File: config.mk
export PLATFORM = sky130hd
export DESIGN_NAME = mux_nto1_reg
export DESIGN_NICKNAME = d
export VERILOG_FILES = /design/src/rtl/mux_nto1_reg.sv
export SDC_FILE = /design/constraint.sdc
export NUM_CORES = 1
export LEC_CHECK = 0
export ABC_AREA = 1
export BUFFER_PORTS_ARGS = -buffer_cell sky130_fd_sc_hd__buf_2
export CORE_MARGIN = 2
export CORE_UTILIZATION = 40
export CTS_CLUSTER_DIAMETER = 120
export DETAILED_ROUTE_END_ITERATION = 12
export GPL_TIMING_DRIVEN = 0
export PLACE_DENSITY = 0.73
export SYNTH_ARGS = -nofsm -noshare
export SYNTH_HDL_FRONTEND = slang
export SYNTH_SLANG_ARGS = --single-unit
export TNS_END_PERCENT = 20
File: constraint.sdc
create_clock -name clk -period 2.3 [get_ports clk]
set_clock_uncertainty 0.05 [all_clocks]
set_input_delay 0 -clock clk [delete_from_list [all_inputs] [get_ports clk]]
set_output_delay 0 -clock clk [all_outputs]
set_load 0.01 [all_outputs]
File: src/rtl/mux_nto1_reg.sv
// Registered N-to-1 stream multiplexer with fixed-select and round-robin modes.
// One output register stage; in_ready is combinational from the current grant.
module mux_nto1_reg #(
  parameter int WIDTH    = 16,
  parameter int CHANNELS = 4,
  parameter int SEL_W    = 2
) (
  input  logic                      clk,
  input  logic                      rst_n,
  input  logic [CHANNELS*WIDTH-1:0] in_data,
  input  logic [CHANNELS-1:0]       in_valid,
  output logic [CHANNELS-1:0]       in_ready,
  input  logic                      mode,
  input  logic [SEL_W-1:0]          sel,
  output logic [WIDTH-1:0]          out_data,
  output logic                      out_valid,
  input  logic                      out_ready,
  output logic [SEL_W-1:0]          out_chan
);

  logic [WIDTH-1:0] r_out_data;
  logic             r_out_valid;
  logic [SEL_W-1:0] r_out_chan;
  logic [SEL_W-1:0] r_ptr;

  logic             w_load_en;
  logic             w_fix_vld;
  logic             w_rr_vld;
  logic [SEL_W-1:0] w_rr_idx;
  logic             w_grant_vld;
  logic [SEL_W-1:0] w_grant_idx;
  logic [WIDTH-1:0] w_ch_data [CHANNELS];

  assign w_load_en = !r_out_valid || out_ready;

  genvar gi;
  generate
    for (gi = 0; gi < CHANNELS; gi++) begin : g_chan
      assign w_ch_data[gi] = in_data[gi*WIDTH +: WIDTH];
      assign in_ready[gi]  = w_load_en && w_grant_vld && (w_grant_idx == SEL_W'(gi));
    end
  endgenerate

  // An out-of-range select simply never grants; it must not alias onto a real channel.
  always_comb begin
    w_fix_vld = 1'b0;
    if (int'(sel) < CHANNELS) begin
      w_fix_vld = in_valid[sel];
    end
  end

  // Scan from farthest to nearest so the channel right after the pointer wins.
  always_comb begin
    int               v_cand;
    logic [SEL_W-1:0] v_idx;
    w_rr_vld = 1'b0;
    w_rr_idx = '0;
    for (int k = CHANNELS; k >= 1; k--) begin
      v_cand = int'(r_ptr) + k;
      if (v_cand >= CHANNELS) begin
        v_cand = v_cand - CHANNELS;
      end
      v_idx = SEL_W'(v_cand);
      if (in_valid[v_idx]) begin
        w_rr_vld = 1'b1;
        w_rr_idx = v_idx;
      end
    end
  end

  assign w_grant_vld = mode ? w_rr_vld : w_fix_vld;
  assign w_grant_idx = mode ? w_rr_idx : sel;

  always_ff @(posedge clk or negedge rst_n) begin
    if (!rst_n) begin
      r_out_data  <= '0;
      r_out_valid <= 1'b0;
      r_out_chan  <= '0;
      r_ptr       <= SEL_W'(CHANNELS - 1);
    end else if (w_load_en) begin
      if (w_grant_vld) begin
        r_out_data  <= w_ch_data[w_grant_idx];
        r_out_chan  <= w_grant_idx;
        r_out_valid <= 1'b1;
        if (mode) begin
          r_ptr <= w_grant_idx;
        end
      end else begin
        r_out_valid <= 1'b0;
      end
    end
  end

  assign out_data  = r_out_data;
  assign out_valid = r_out_valid;
  assign out_chan  = r_out_chan;

endmodule

==> out/qor.yml, run 1 <==
synth_area_per_cell_um2: 5.88
yosys_most_used_dff: "dfrtp_1"
n_antenna_cell: 0
switching_share: 0.479
grt_pass1_wl_um: 8980
die-height_um: 71.4
cp.arrival_ns: 2.14
ys.warnings.count: 0
reg2regPathDepth: 12
io_pins: 97
routabilityCongestion: 0.829
port_buffers: 96
fp.dieArea_um2: 5100
start_kind: "flop"
drv_cap: 0
dr.pass1.iters: 4
grt-ovfl-total: 0
hold_viol: 1
grt_max_degree: 22
die_w_um: 71.4
synth-edff-count: 0
drtIter0Drc: 75
pwr-share-clk: 0.093
dp_slack_ns: 0.176
routed-via-count: 2216
worst-path-max-fanout: 10
timing.final.crit_share: 0.952
p_seq_frac: 0.251
slew_viol_final: 0
rsz0062_at_grt: "yes"
tightest_slew_ns: 0.505
seq_area_frac_synth: 0.290
totalWireLength_um: 5450
viasPerCell: 4.74
p_int_uw: 1390
dp_hpwl_um: 4140
period_minus_slack_ns: 2.19
grt_usage: 0.215
whs_path_depth: 4
drive_gt1_frac: 0.320
vdd_drop_max_uv: 598
synth.area.top_cells: "dfrtp_1 (26%), nand2_1 (23%), nand3_1 (16%)"
syn_to_final_growth_pct: 38.5
core_um2: 4350
relSlewSlack: 0.663
fmax_mhz: 457
worstSetupEndpointType: "output pin"
num_rows: 24
hold_class: "in2reg"
yosysUniqueCellTypes: 22
clk_latency_ns: 0.26
cts_tree: "yes"
start_util: 0.418
p_sw_uw: 1280
syn_inst: 309
fin_util: 0.578
clkSinkCount: 21
p_leak_uw: 0.00160
fin_ws_ns: 0.111
syn-cell-area_um2: 1820
failed_checks: "negative hold slack"
setup-violations-final: 0
cts_buffers: 3
pwr-share-comb: 0.656
clockRootBuffer: "clkbuf_8"
holdWs_ns: -0.00252
yosysTopAreaCellShare: 0.262
crit_type: "reg2out"
p_per_area_nw_per_um2: 1060
clock_path_buffers: 2
ys_seq_elements: 21
yosys.cell_count.top_type: "nand2_1"
cts.clk_slew.worst_paths_ns: 0.08
wl_per_cell_um: 11.7
postRouteAntennaNets: 0
synth.top_cells.by_count: "nand2_1 (113), inv_1 (64), nand3_1 (58)"
grt_pass1_vias: 2131
async_reset_ff_frac: 1.00
yosysTopAreaCell: "dfrtp_1"
status: "finished, violations left"
nNetsFinal: 491
critPathRequiredTime_ns: 2.25
ff2ff_setup_slack_ns: 0.19
htreeDepth: 1
drc_errors: 0
synth_nets: 383
tns_ns: 0
antenna_found_initial: 0
## power by group through the flow
stage	logic, uW	clock network, uW	registers [uW]
final	1750	248	668
after global routing	1960	267	686
after CTS	1660	254	666
after detailed placement	1660	0	668
after global placement	1630	0	663
after floorplan	1070	0	739
## layout by cell type, fill, tap and decap left out, drive strengths merged, types with 5 or more instances in the layout
cell / Yosys / routed
clkbuf: 3 / 5
dlygate4sd3: 0 / 5
buf: 10 / 109
dfrtp: 19 / 19
inv: 68 / 68
nand2: 117 / 117
nand3: 60 / 60
o21ai: 5 / 5
nor2: 7 / 7
or2: 11 / 11
## per-layer routing
layer  GRT usage  part of all wire
met2       0.407              0.52
met1       0.255              0.42
met4      0.0503             0.014
met3      0.0295             0.041
met5           0                 0
## cell families after synthesis
group,share of synthesized area
DFF,0.290
and+or+nand+nor,0.483
buffers and inverters,0.193
AOI/OAI and AO/OA,0.0330
## worst paths after layout
path / start / to
setup / recovery: r_ptr[0] / in_ready[2]
hold / removal: in_data[36] / out_data[4]
setup reg to reg: r_ptr[0] / out_data[7]
hold reg to reg: out_data[5] / out_data[5]
max in group asynchronous: rst_n / r_ptr[1]
min in group asynchronous: rst_n / out_data[8]
## area by class of cell
cell class                      instances  area, um^2
Timing Repair Buffer                  104         553
Clock buffer                            3        41.3
Tap cell                               52        65.1
Fill cell                             440        1840
Inverter                               68         263
Sequential cell                        21         528
Clock inverter                          1        5.00
Multi-Input combinational cell        207         953
Buffer                                 12         110
## sequential cells by signal, summed over array words and instances, names as in the netlist
register and flops:
out_chan 2, out_data 16, out_valid 1, r_ptr 2
## worst max-delay path: stages (launching register included)
cell and delay, ns:
dfstp_2 0.54, buf_6 0.14, nand2_1 0.07, o21ai_2 0.09
nand2_2 0.07, nand2_1 0.08, nand3_2 0.11, a21oi_4 0.29
inv_4 0.12, nor3_2 0.20, buf_2 0.16
## metrics by stage
step	std cells	cell area [um^2]	total power [uW]	hold slack [ns]
floorplan	309	1820	1810	-0.346
global placement	457	2360	2290	-0.0622
detailed placement	457	2360	2330	-0.0512
CTS	465	2450	2580	0.00173
global route	468	2520	2910	0.0331
finish	468	2520	2660	-0.00252
## what timing repair did
item	4_1_cts	5_1_grt
endpoints found under the setup margin	3	13
hold endpoints to repair	23	0
gates resized for setup	1	17
hold buffers	5	0
pin swaps	0	1
setup buffers	0	3
Note: power is estimated with default switching activity, not from simulation.
==> inputs of run 2 (changes only) <==
Settings changed: HOLD_SLACK_MARGIN from default to 0.02, RECOVER_POWER from default to 50, SETUP_SLACK_MARGIN from default to 0.4.
==> run 2 against run 1 <==
- via count up 11%
- critical path type is now reg2reg
- critical endpoint is now out_data[7]
- global-route usage up 3.1 points
- sequential share of layout area down 3.1 points
- the flow now finishes without violations
==> out/qor.yml, run 2 (synthesis results as in run 1) <==
status: "complete, no violations"
final_cell_mix: "nand2_1 (96), buf_2 (86), inv_1 (62)"
rsz0062_at_grt: "yes"
setup-violations-final: 0  # unchanged
worstPathCellList: "buf_6 > nand2_2 > nand2_2 > nand2_2 > nand2_2 > nand2_2 > nand2_1 > nand2_1 > nand3_2 > nand2_2 > buf_6 > buf_12 > clkinv_8 > buf_8 > nand2_1 > nand3_1 > nand3_1"
grt_pass1_vias: 2360  # +11%
totalWireLength_um: 6420  # +18%
crit_type: "reg2reg"
route.met3.wl_um: 394  # +77%
grt_usage: 0.246  # +0.0307
fp.dieArea_um2: 5100  # unchanged
clkSinkCount: 21  # unchanged
tightest_slew_ns: 1.20  # +0.699 ns
drive_gt1_frac: 0.360  # +0.0405
routabilityCongestion: 0.829  # unchanged
clockRootBuffer: "clkbuf_8"
n_antenna_cell: 0  # unchanged
die_w_um: 71.4  # unchanged
cts.clk_slew.worst_paths_ns: 0.08  # about the same
grt_pass1_wl_um: 10200  # +13%
clk_latency_ns: 0.26  # about the same
slew_viol_final: 0  # unchanged
routed-via-count: 2458  # +11%
cts_buffers: 3  # unchanged
p_leak_uw: 0.00176  # +10%
fillers: 364  # -17%
cts_tree: "yes"
relSlewSlack: 0.198  # -0.466
crit_start: "r_ptr[0]"
syn_to_final_growth_pct: 62.4
whs_path_depth: 5  # +1
drv_cap: 0  # unchanged
drc_errors: 0  # unchanged
reg2regPathDepth: 17  # +5
start_util: 0.418  # unchanged
wl_met1_um: 2510  # +8.8%
viasPerCell: 4.93  # +4.0%
worstSetupEndpointType: "flop"
antenna_found_initial: 0  # unchanged
nNetsFinal: 522  # +6.3%
hold_class: "in2reg"
dp_hpwl_um: 4140  # unchanged
hold_start: "in_data[60]"
io_pins: 97  # unchanged
slowest_delay_ns: 0.57  # +0.03 ns
postRouteAntennaNets: 0  # unchanged
reg2reg_from: "r_ptr[0]"
num_rows: 24  # unchanged
power.total_uw: 3150  # +19%
cp_num_cells: 17  # +7
cpMaxStageDelayCell: "dfstp_2"
core_um2: 4350  # unchanged
p_per_area_nw_per_um2: 1070  # +1.1%
top_layer_used: "met4"
worst-path-max-fanout: 7  # -3
hold_viol: 0  # -1
period_minus_slack_ns: 2.15  # -0.0389 ns
wl_per_cell_um: 12.9  # +10%
port_buffers: 96  # unchanged
timing.final.crit_share: 0.935  # -0.0169
layout_commonest_cell: "nand2_1"
cp.buffers_inverters: 5  # +2
clock_path_buffers: 2  # unchanged
drtIter0Drc: 160  # +110%
cp.arrival_ns: 2.24  # +0.10 ns
dr.pass1.iters: 5  # +1
met2WireLength_um: 3350  # +18%
vdd_drop_max_uv: 585  # -2.2%
grt_max_degree: 22  # unchanged
start_kind: "flop"
critPathRequiredTime_ns: 2.39  # +0.14 ns
cpMostUsedCell: "nand2_2"
htreeDepth: 1  # unchanged
grt-ovfl-total: 0  # unchanged
cp_top_family: "simple AND/OR/NAND/NOR gates"
die-height_um: 71.4  # unchanged
fmax_mhz: 465  # +1.8%
ff2ff_setup_slack_ns: 0.15  # -0.04 ns
tns_ns: 0  # unchanged
largest_register_ffs: 16  # unchanged
## run 2: through the flow
step           setup slack, ns  hold slack [ns]  utilization  instance area, um^2  std cells
2_1_floorplan            0.468           -0.346            -                 1820        309
3_3_place_gp             0.217          -0.0622        0.543                 2360        457
3_5_place_dp             0.176          -0.0512        0.543                 2360        457
4_1_cts                  0.190           0.0207        0.651                 2840        496
5_1_grt                 0.0351           0.0430        0.678                 2950        499
6_report                 0.150          0.00952        0.678                 2950        499
## run 2: area by class of cell
class | instances | area (um^2) | share of cell area
Clock buffer | 3 | 41.3 | 0.0140
Tap cell | 52 | 65.1 | 0.0220
Clock inverter | 1 | 5.00 | 0.00169
Sequential cell | 21 | 528 | 0.179
Inverter | 68 | 270 | 0.0915
Buffer | 13 | 135 | 0.0458
Timing Repair Buffer | 134 | 848 | 0.287
Multi-Input combinational cell | 207 | 1060 | 0.359
## run 2: final timing paths
kind | to
hold reg to reg | out_data[5]
hold / removal | out_data[12]
setup reg to reg | out_data[7]
setup / recovery | out_data[7]
min in group asynchronous | out_data[8]
max in group asynchronous | out_data[2]
## run 2: repair_timing
item / CTS / global route
pin swaps: 11 / 15
buffers inserted: 9 / 3
resized for setup: 32 / 29
cloned: 3 / 0
hold endpoints to repair: 32 / 0
hold buffers: 23 / 0
setup endpoints to repair: 25 / 24
## run 2: layer usage
metal  GRT usage  vias to the layer above
li1            -                     1202
met1       0.279                     1138
met2       0.472                      100
met3      0.0366                       18
met4      0.0692                        0
met5           0                        -
## run 2: tightest hold or removal path: cells and delay by family
family / cells / cell delay, ns
AND/OR/NAND/NOR: 3 / 0.18
buffers and inverters: 2 / 0.11
## run 2: power by group
part           leakage (uW)  internal, uW  total [uW]  switching, uW
clock             0.0000255           121         250            129
combinational       0.00149           971        2230           1250
sequential         0.000250           562         679            116
